**config.mk**
```make
export PLATFORM = sky130hd
export DESIGN_NAME = ysyx_25040105_exu_seq
export DESIGN_NICKNAME = d
export VERILOG_FILES = /design/src/rtl/ysyx_25040105_exu_pkg.sv /design/src/rtl/ysyx_25040105_muldiv_iter.sv /design/src/rtl/ysyx_25040105_exu_seq.sv
export SDC_FILE = /design/constraint.sdc
export NUM_CORES = 2
export LEC_CHECK = 0
export ABC_AREA = 1
export CAP_MARGIN = 25
export CORE_MARGIN = 2
export CORE_UTILIZATION = 45
export CTS_CLUSTER_DIAMETER = 80
export DETAILED_ROUTE_END_ITERATION = 12
export HOLD_SLACK_MARGIN = 0.06
export SKIP_CTS_REPAIR_TIMING = 1
export SYNTH_ARGS = -nofsm -noshare
export SYNTH_HDL_FRONTEND = slang
export SYNTH_HIERARCHICAL = 1
export SYNTH_SLANG_ARGS = --single-unit
```
**constraint.sdc**
```tcl
create_clock -name clk -period 6.3 [get_ports clk]
set_input_delay 1.26 -clock clk [delete_from_list [all_inputs] [get_ports clk]]
set_output_delay 1.26 -clock clk [all_outputs]
set_load 0.01 [all_outputs]
```
**src/rtl/ysyx_25040105_exu_pkg.sv**
```systemverilog
// Shared definitions for the sequential execute unit:
// op codes, op-class helpers and FSM state encoding.
package ysyx_25040105_exu_pkg;

    localparam int OP_W = 5;

    localparam logic [OP_W-1:0] OP_ADD    = 5'd0;
    localparam logic [OP_W-1:0] OP_SUB    = 5'd1;
    localparam logic [OP_W-1:0] OP_SLL    = 5'd2;
    localparam logic [OP_W-1:0] OP_SRL    = 5'd3;
    localparam logic [OP_W-1:0] OP_SRA    = 5'd4;
    localparam logic [OP_W-1:0] OP_SLT    = 5'd5;
    localparam logic [OP_W-1:0] OP_SLTU   = 5'd6;
    localparam logic [OP_W-1:0] OP_XOR    = 5'd7;
    localparam logic [OP_W-1:0] OP_OR     = 5'd8;
    localparam logic [OP_W-1:0] OP_AND    = 5'd9;
    localparam logic [OP_W-1:0] OP_PASSB  = 5'd10;
    localparam logic [OP_W-1:0] OP_MUL    = 5'd16;
    localparam logic [OP_W-1:0] OP_MULH   = 5'd17;
    localparam logic [OP_W-1:0] OP_MULHSU = 5'd18;
    localparam logic [OP_W-1:0] OP_MULHU  = 5'd19;
    localparam logic [OP_W-1:0] OP_DIV    = 5'd20;
    localparam logic [OP_W-1:0] OP_DIVU   = 5'd21;
    localparam logic [OP_W-1:0] OP_REM    = 5'd22;
    localparam logic [OP_W-1:0] OP_REMU   = 5'd23;

    typedef enum logic [1:0] {
        ST_IDLE = 2'd0,
        ST_BUSY = 2'd1,
        ST_DONE = 2'd2
    } state_t;

    function automatic logic is_mul(input logic [OP_W-1:0] op);
        return op inside {OP_MUL, OP_MULH, OP_MULHSU, OP_MULHU};
    endfunction

    function automatic logic is_div(input logic [OP_W-1:0] op);
        return op inside {OP_DIV, OP_DIVU, OP_REM, OP_REMU};
    endfunction

    // Operand A is treated as signed
    function automatic logic is_signed(input logic [OP_W-1:0] op);
        return op inside {OP_MULH, OP_MULHSU, OP_DIV, OP_REM};
    endfunction

    // Operand B is treated as signed (MULHSU keeps B unsigned)
    function automatic logic is_signed_b(input logic [OP_W-1:0] op);
        return op inside {OP_MULH, OP_DIV, OP_REM};
    endfunction

endpackage

```
**src/rtl/ysyx_25040105_muldiv_iter.sv**
```systemverilog
// Iterative RV32M unit: shift-add multiply and restoring divide
// on magnitudes, one bit per cycle, sign fixed up at the end.
module ysyx_25040105_muldiv_iter
    import ysyx_25040105_exu_pkg::*;
#(
    parameter int XLEN = 32
) (
    input  logic            clk,
    input  logic            rst,
    input  logic            kill,
    input  logic            start,
    input  logic [OP_W-1:0] op,
    input  logic [XLEN-1:0] a,
    input  logic [XLEN-1:0] b,
    output logic            done,
    output logic [XLEN-1:0] result
);

    localparam int SHAMT_W = $clog2(XLEN);
    localparam int CNT_W   = SHAMT_W + 1;

    logic              busy;
    logic [CNT_W-1:0]  cnt;
    logic [OP_W-1:0]   op_q;
    logic [XLEN-1:0]   a_q;
    logic              neg_q, rneg_q, dz_q, ovf_q;
    logic [2*XLEN-1:0] acc, mc;
    logic [XLEN-1:0]   mp, rem, dv;

    logic              sa, sb;
    logic [XLEN-1:0]   ma, mb;
    logic [XLEN:0]     trial, diff;
    logic [2*XLEN-1:0] acc_n, mc_n, prod;
    logic [XLEN-1:0]   mp_n, rem_n, quo, rmd;

    assign sa = is_signed(op) & a[XLEN-1];
    assign sb = is_signed_b(op) & b[XLEN-1];
    assign ma = sa ? -a : a;
    assign mb = sb ? -b : b;

    assign trial = {rem, mp[XLEN-1]};
    assign diff  = trial - {1'b0, dv};

    // Last iteration is folded into the result so DONE lands on the final step
    assign done = busy && (cnt == CNT_W'(XLEN - 1));

    // One multiply or divide step computed from the current state
    always_comb begin
        acc_n = acc;
        mc_n  = mc << 1;
        mp_n  = mp;
        rem_n = rem;
        if (is_mul(op_q)) begin
            if (mp[0]) acc_n = acc + mc;
            mp_n = mp >> 1;
        end else if (!diff[XLEN]) begin
            rem_n = diff[XLEN-1:0];
            mp_n  = {mp[XLEN-2:0], 1'b1};
        end else begin
            rem_n = trial[XLEN-1:0];
            mp_n  = {mp[XLEN-2:0], 1'b0};
        end
    end

    assign prod = neg_q  ? -acc_n : acc_n;
    assign quo  = neg_q  ? -mp_n  : mp_n;
    assign rmd  = rneg_q ? -rem_n : rem_n;

    // Result select with divide-by-zero and signed-overflow fixups
    always_comb begin
        result = '0;
        case (op_q)
            OP_MUL:                       result = prod[XLEN-1:0];
            OP_MULH, OP_MULHSU, OP_MULHU: result = prod[2*XLEN-1:XLEN];
            OP_DIV, OP_DIVU:              result = dz_q ? '1 : (ovf_q ? a_q : quo);
            OP_REM, OP_REMU:              result = dz_q ? a_q : (ovf_q ? '0 : rmd);
            default:                      result = '0;
        endcase
    end

    // Operand load on start, then one step per cycle until the count expires
    always_ff @(posedge clk) begin
        if (rst || kill) begin
            busy   <= 1'b0;
            cnt    <= '0;
            op_q   <= '0;
            a_q    <= '0;
            neg_q  <= 1'b0;
            rneg_q <= 1'b0;
            dz_q   <= 1'b0;
            ovf_q  <= 1'b0;
            acc    <= '0;
            mc     <= '0;
            mp     <= '0;
            rem    <= '0;
            dv     <= '0;
        end else if (start) begin
            busy   <= 1'b1;
            cnt    <= '0;
            op_q   <= op;
            a_q    <= a;
            neg_q  <= sa ^ sb;
            rneg_q <= sa;
            dz_q   <= (b == '0);
            ovf_q  <= (op == OP_DIV || op == OP_REM)
                      && (a == {1'b1, {(XLEN-1){1'b0}}}) && (&b);
            acc    <= '0;
            mc     <= {{XLEN{1'b0}}, ma};
            mp     <= is_mul(op) ? mb : ma;
            rem    <= '0;
            dv     <= mb;
        end else if (busy) begin
            acc <= acc_n;
            mc  <= mc_n;
            mp  <= mp_n;
            rem <= rem_n;
            cnt <= cnt + 1'b1;
            if (done) busy <= 1'b0;
        end
    end

endmodule

```
**src/rtl/ysyx_25040105_exu_seq.sv**
```systemverilog
// Sequential execute unit: single-cycle ALU plus iterative
// RV32M, one op in flight behind valid/ready handshakes.
module ysyx_25040105_exu_seq
    import ysyx_25040105_exu_pkg::*;
#(
    parameter int XLEN  = 32,
    parameter bit M_EXT = 1'b1
) (
    input  logic            clk,
    input  logic            rst,
    input  logic            flush,
    input  logic            in_valid,
    output logic            in_ready,
    input  logic [XLEN-1:0] rs1_data,
    input  logic [XLEN-1:0] rs2_data,
    input  logic [XLEN-1:0] imm,
    input  logic            alu_src,
    input  logic [OP_W-1:0] alu_op,
    output logic            out_valid,
    input  logic            out_ready,
    output logic [XLEN-1:0] alu_result
);

    localparam int SHAMT_W = $clog2(XLEN);

    state_t             state;
    logic [XLEN-1:0]    op_b, alu_res, md_result;
    logic [SHAMT_W-1:0] shamt;
    logic               accept, take_m, md_done;

    assign op_b     = alu_src ? imm : rs2_data;
    assign shamt    = op_b[SHAMT_W-1:0];
    assign in_ready = (state == ST_IDLE) || (state == ST_DONE && out_ready);
    assign accept   = in_valid && in_ready && !flush;
    assign take_m   = M_EXT && (is_mul(alu_op) || is_div(alu_op));

    // Single-cycle ALU; M ops without M_EXT and undefined codes give 0
    always_comb begin
        alu_res = '0;
        unique case (alu_op)
            OP_ADD:   alu_res = rs1_data + op_b;
            OP_SUB:   alu_res = rs1_data - op_b;
            OP_SLL:   alu_res = rs1_data << shamt;
            OP_SRL:   alu_res = rs1_data >> shamt;
            OP_SRA:   alu_res = $signed(rs1_data) >>> shamt;
            OP_SLT:   alu_res = {{(XLEN-1){1'b0}},
                                 $signed(rs1_data) < $signed(op_b)};
            OP_SLTU:  alu_res = {{(XLEN-1){1'b0}}, rs1_data < op_b};
            OP_XOR:   alu_res = rs1_data ^ op_b;
            OP_OR:    alu_res = rs1_data | op_b;
            OP_AND:   alu_res = rs1_data & op_b;
            OP_PASSB: alu_res = op_b;
            default:  alu_res = '0;
        endcase
    end

    ysyx_25040105_muldiv_iter #(
        .XLEN(XLEN)
    ) u_muldiv (
        .clk    (clk),
        .rst    (rst),
        .kill   (flush),
        .start  (accept && take_m),
        .op     (alu_op),
        .a      (rs1_data),
        .b      (op_b),
        .done   (md_done),
        .result (md_result)
    );

    // Handshake FSM with registered result and valid
    always_ff @(posedge clk) begin
        if (rst) begin
            state      <= ST_IDLE;
            out_valid  <= 1'b0;
            alu_result <= '0;
        end else if (flush) begin
            state     <= ST_IDLE;
            out_valid <= 1'b0;
        end else begin
            unique case (state)
                ST_IDLE, ST_DONE: begin
                    if (accept && take_m) begin
                        state     <= ST_BUSY;
                        out_valid <= 1'b0;
                    end else if (accept) begin
                        state      <= ST_DONE;
                        out_valid  <= 1'b1;
                        alu_result <= alu_res;
                    end else if (state == ST_DONE && out_ready) begin
                        state     <= ST_IDLE;
                        out_valid <= 1'b0;
                    end
                end
                ST_BUSY: begin
                    if (md_done) begin
                        state      <= ST_DONE;
                        out_valid  <= 1'b1;
                        alu_result <= md_result;
                    end
                end
                default: begin
                    state     <= ST_IDLE;
                    out_valid <= 1'b0;
                end
            endcase
        end
    end

endmodule
```
==> results.md <==
- Clk root buf: clkbuf_16
- Drt wl/cell: 24.3 um
- Share of layout cells above drive strength 1: 5.18%
- CTS clock-pin slew for the worst setup and hold paths: 0.06 ns
- Critical Path Slowest Stage Cell: fa_1
- Clock buffer depth: 3
- RR Startpoint: u_muldiv/mp[31]
- Maxcap violations: 0
- Clock sinks: 306
- RePlAce Congestion: 1.10
- Worst hold path startpoint: u_muldiv/a_q[14]
- Mapped Cells: 7432
- Highest Signal Layer: met5
- Final WL: 209000 um
- RSZ-0062 raised after global routing: false
- # rows: 109
- Clock Latency Late Sink: 0.68 ns
- Register area share after synthesis: 15.3%
- FILL cells: 9779
- Syn Nets: 7752
- Hold Crit Depth: 2
- Critical path data arrival time: 5.88 ns
- Die H: 302 um
- Worst setup EP type: register
- R2R setup slack: 0.92 ns
- TritonCTS clock tree: done
- Commonest non-fill, non-tap cell in the layout: nand2_1
- Final Hold Fails: 0
- Met1 WL: 81100 um
- Largest stage delay, worst path: 0.44 ns
- Die Width: 302 um
- First-pass GRT wire length: 299000 um
- DRT iter0 DRCs: 7503
- Seq cells post-synth: 306
- Rel. slew slack: 3.58%
- Initial antenna violation count: 8
- CORE AREA: 0.0882 mm^2
- GRT Util Overall: 44.2%
- Fin crit share: 85.4%
- Placed Area: 0.0422 mm^2
- Cell mode on critical path: nand2_1
- CP Launch Type: register
- Vias in the first global route: 45.4k
- Setup WS post-layout: 0.917 ns
- P_leak: 0.0221 uW
- Port bufs: 140
- Synthesized area: 0.0401 mm^2
- Crit path kind: reg -> reg
- Max Clk Rate: 186 MHz
- Max IR drop VDD: 0.233 mV
- Critical Path Fanout Max: 12
- Total congestion overflow: 0
- Placed wire-length estimate: 168000 um
- TritonRoute pass-1 iters: 9
- Yosys cell types: 65
- Setup TNS: 0 ns
- Place WS: 1.04 ns
- Final clock skew: 0.0737 ns
- Crit path buffers/inverters: 4
- Status: completed
- Antenna Nets Post-Route: 0
- HP Class: reg -> reg
- Ant. Diodes: 0
- WL met3: 22100 um
- Post-DR vias/cell: 5.90
- Pwr dens: 175 mW/mm^2
- I/O pin cnt: 141
- Num CTS Buffers: 45
- Top Family by Delay on Critical Path: simple AND/OR/NAND/NOR gates
- Min Tclk post-route: 5.38 ns
- Most frequent cells in the layout: 2260 x nand2_1, 1031 x inv_1, 875 x nand3_1, 640 x nor2_1, 529 x a21oi_1
- Slew @ Worst Pin: 1.45 ns
- Setup Viol. Count Final: 0
- Die area: 0.0914 mm^2
- Routed vias: 50.7k
- Largest net degree at the start of global routing: 108
- Synthesis warning total: 6
- Synthesized area per cell: 5.39 um^2
- R2r endpoint: alu_result[26]
- WHS Endpoint: u_muldiv/a_q[14]
- H-tree depth: 2
- Met2 wire length: 86700 um
- Residual DRC: 0
- Layout area overhead: 9.54%
- Initial Utilization: 45.4%
- R2R cell count: 31
- Max Slew Vio Count: 0
- Design area: 0.0439 mm^2
- Critical path required time: 6.80 ns
- Fin nets: 7721
==> synthesized netlist by cell type, drive strengths merged <==
cell type | count | area (um^2)
inv | 1061 | 3990
ha | 209 | 2620
o21ai | 494 | 2570
o221ai | 3 | 26.3
nor3 | 74 | 407
o31ai | 5 | 42.5
o22ai | 108 | 676
nand3 | 884 | 4480
or2 | 74 | 463
and3 | 5 | 31.3
o311ai | 1 | 8.76
o32ai | 1 | 8.76
o2111ai | 3 | 26.3
a211oi | 4 | 30.0
nand2b | 1 | 6.26
o21a | 8 | 60.1
xnor2 | 21 | 184
clkinv | 6 | 22.5
a22oi | 2 | 15.0
a221oi | 24 | 210
a21boi | 7 | 52.6
nor2 | 677 | 2670
nand3b | 15 | 113
fa | 4 | 80.1
o211ai | 47 | 353
a21oi | 539 | 2750
nor3b | 1 | 7.51
a31oi | 14 | 87.6
a21o | 2 | 15.0
nand2 | 2301 | 8790
nor4 | 13 | 87.6
buf | 117 | 717
o21bai | 21 | 158
xor2 | 84 | 736
clkbuf | 182 | 683
and2 | 6 | 37.5
dfxtp | 306 | 6130
nand4 | 108 | 706
==> where the power goes <==
group | leakage, uW | total, uW | switching [uW] | internal [uW]
registers | 0.00247 | 1990 | 29.4 | 1960
logic | 0.0188 | 2870 | 2120 | 755
clock network | 0.000787 | 2830 | 1180 | 1640
total | 0.0221 | 7690 | 3330 | 4360
==> layout make-up <==
class / instances / area (um^2) / share of cell area (%)
clock buffers: 56 / 1250 / 2.84
clock inverters: 27 / 377 / 0.858
inverters: 1067 / 4020 / 9.16
multi-input cells: 5760 / 28600 / 65.2
flip-flops and latches: 306 / 6130 / 14.0
well taps: 1165 / 1460 / 3.32
repair buffers: 221 / 2040 / 4.66
==> worst reg2reg max path: cells and delay by family, from the launching register on <==
family	cells	cell delay, ns
AND/OR/NAND/NOR	18	2.52
AO/OA/AOI/OAI	6	1.07
adder cells (fa/ha/maj)	3	0.90
flip-flops	1	0.37
buffers and inverters	4	0.33
==> cells by family (layout without fill, tap and decap cells) <==
logic type	Yosys count	in the layout	synth area share, %
buf+inv	1366	1371	13.5
xor+xnor	105	105	2.30
simple gates	4159	4159	44.5
flops	306	306	15.3
fa+ha+maj	213	213	6.73
compound gates	1283	1283	17.7
==> metrics by stage <==
| step | util [%] | power [uW] | hold WS (ns) | std cells |
|---|---|---|---|---|
| 6_report | 49.7 | 7690 | 0.476 | 8602 |
| 5_1_grt | 49.7 | 7960 | 0.503 | 8602 |
| 4_1_cts | 49.6 | 7570 | 0.473 | 8599 |
| 3_5_place_dp | 47.8 | 4760 | 0.464 | 8516 |
| 3_3_place_gp | 47.8 | 4760 | 0.456 | 8516 |
| 2_1_floorplan | - | 3750 | 0.429 | 7432 |
==> worst max-delay path by stage <==
stage / slack, ns / from / endpoint / depth (start not counted)
2_1_floorplan: 2.27 / alu_src / u_muldiv/mp[30] / 23
3_3_place_gp: 1.03 / imm[0] / alu_result[10] / 19
3_5_place_dp: 1.04 / imm[0] / alu_result[10] / 19
4_1_cts: 1.04 / u_muldiv/mp[31] / alu_result[26] / 31
5_1_grt: 0.42 / u_muldiv/mp[31] / alu_result[22] / 32
6_report: 0.92 / u_muldiv/mp[31] / alu_result[26] / 31
==> flip-flops by register name, summed over array words and instances, names as in the netlist, 5 cells and up <==
signal	flops
alu_result	32
u_muldiv/a_q	32
u_muldiv/acc	64
u_muldiv/cnt	6
u_muldiv/dv	32
u_muldiv/mc	64
u_muldiv/mp	32
u_muldiv/op_q	5
u_muldiv/rem	32
==> metal layers <==
metal	vias up	global-route usage, %
met5	-	0
met4	10	34.1
met3	659	8.75
met2	3065	66.5
met1	23013	55.5
li1	23986	-
Power figures use the tool's default switching activity.
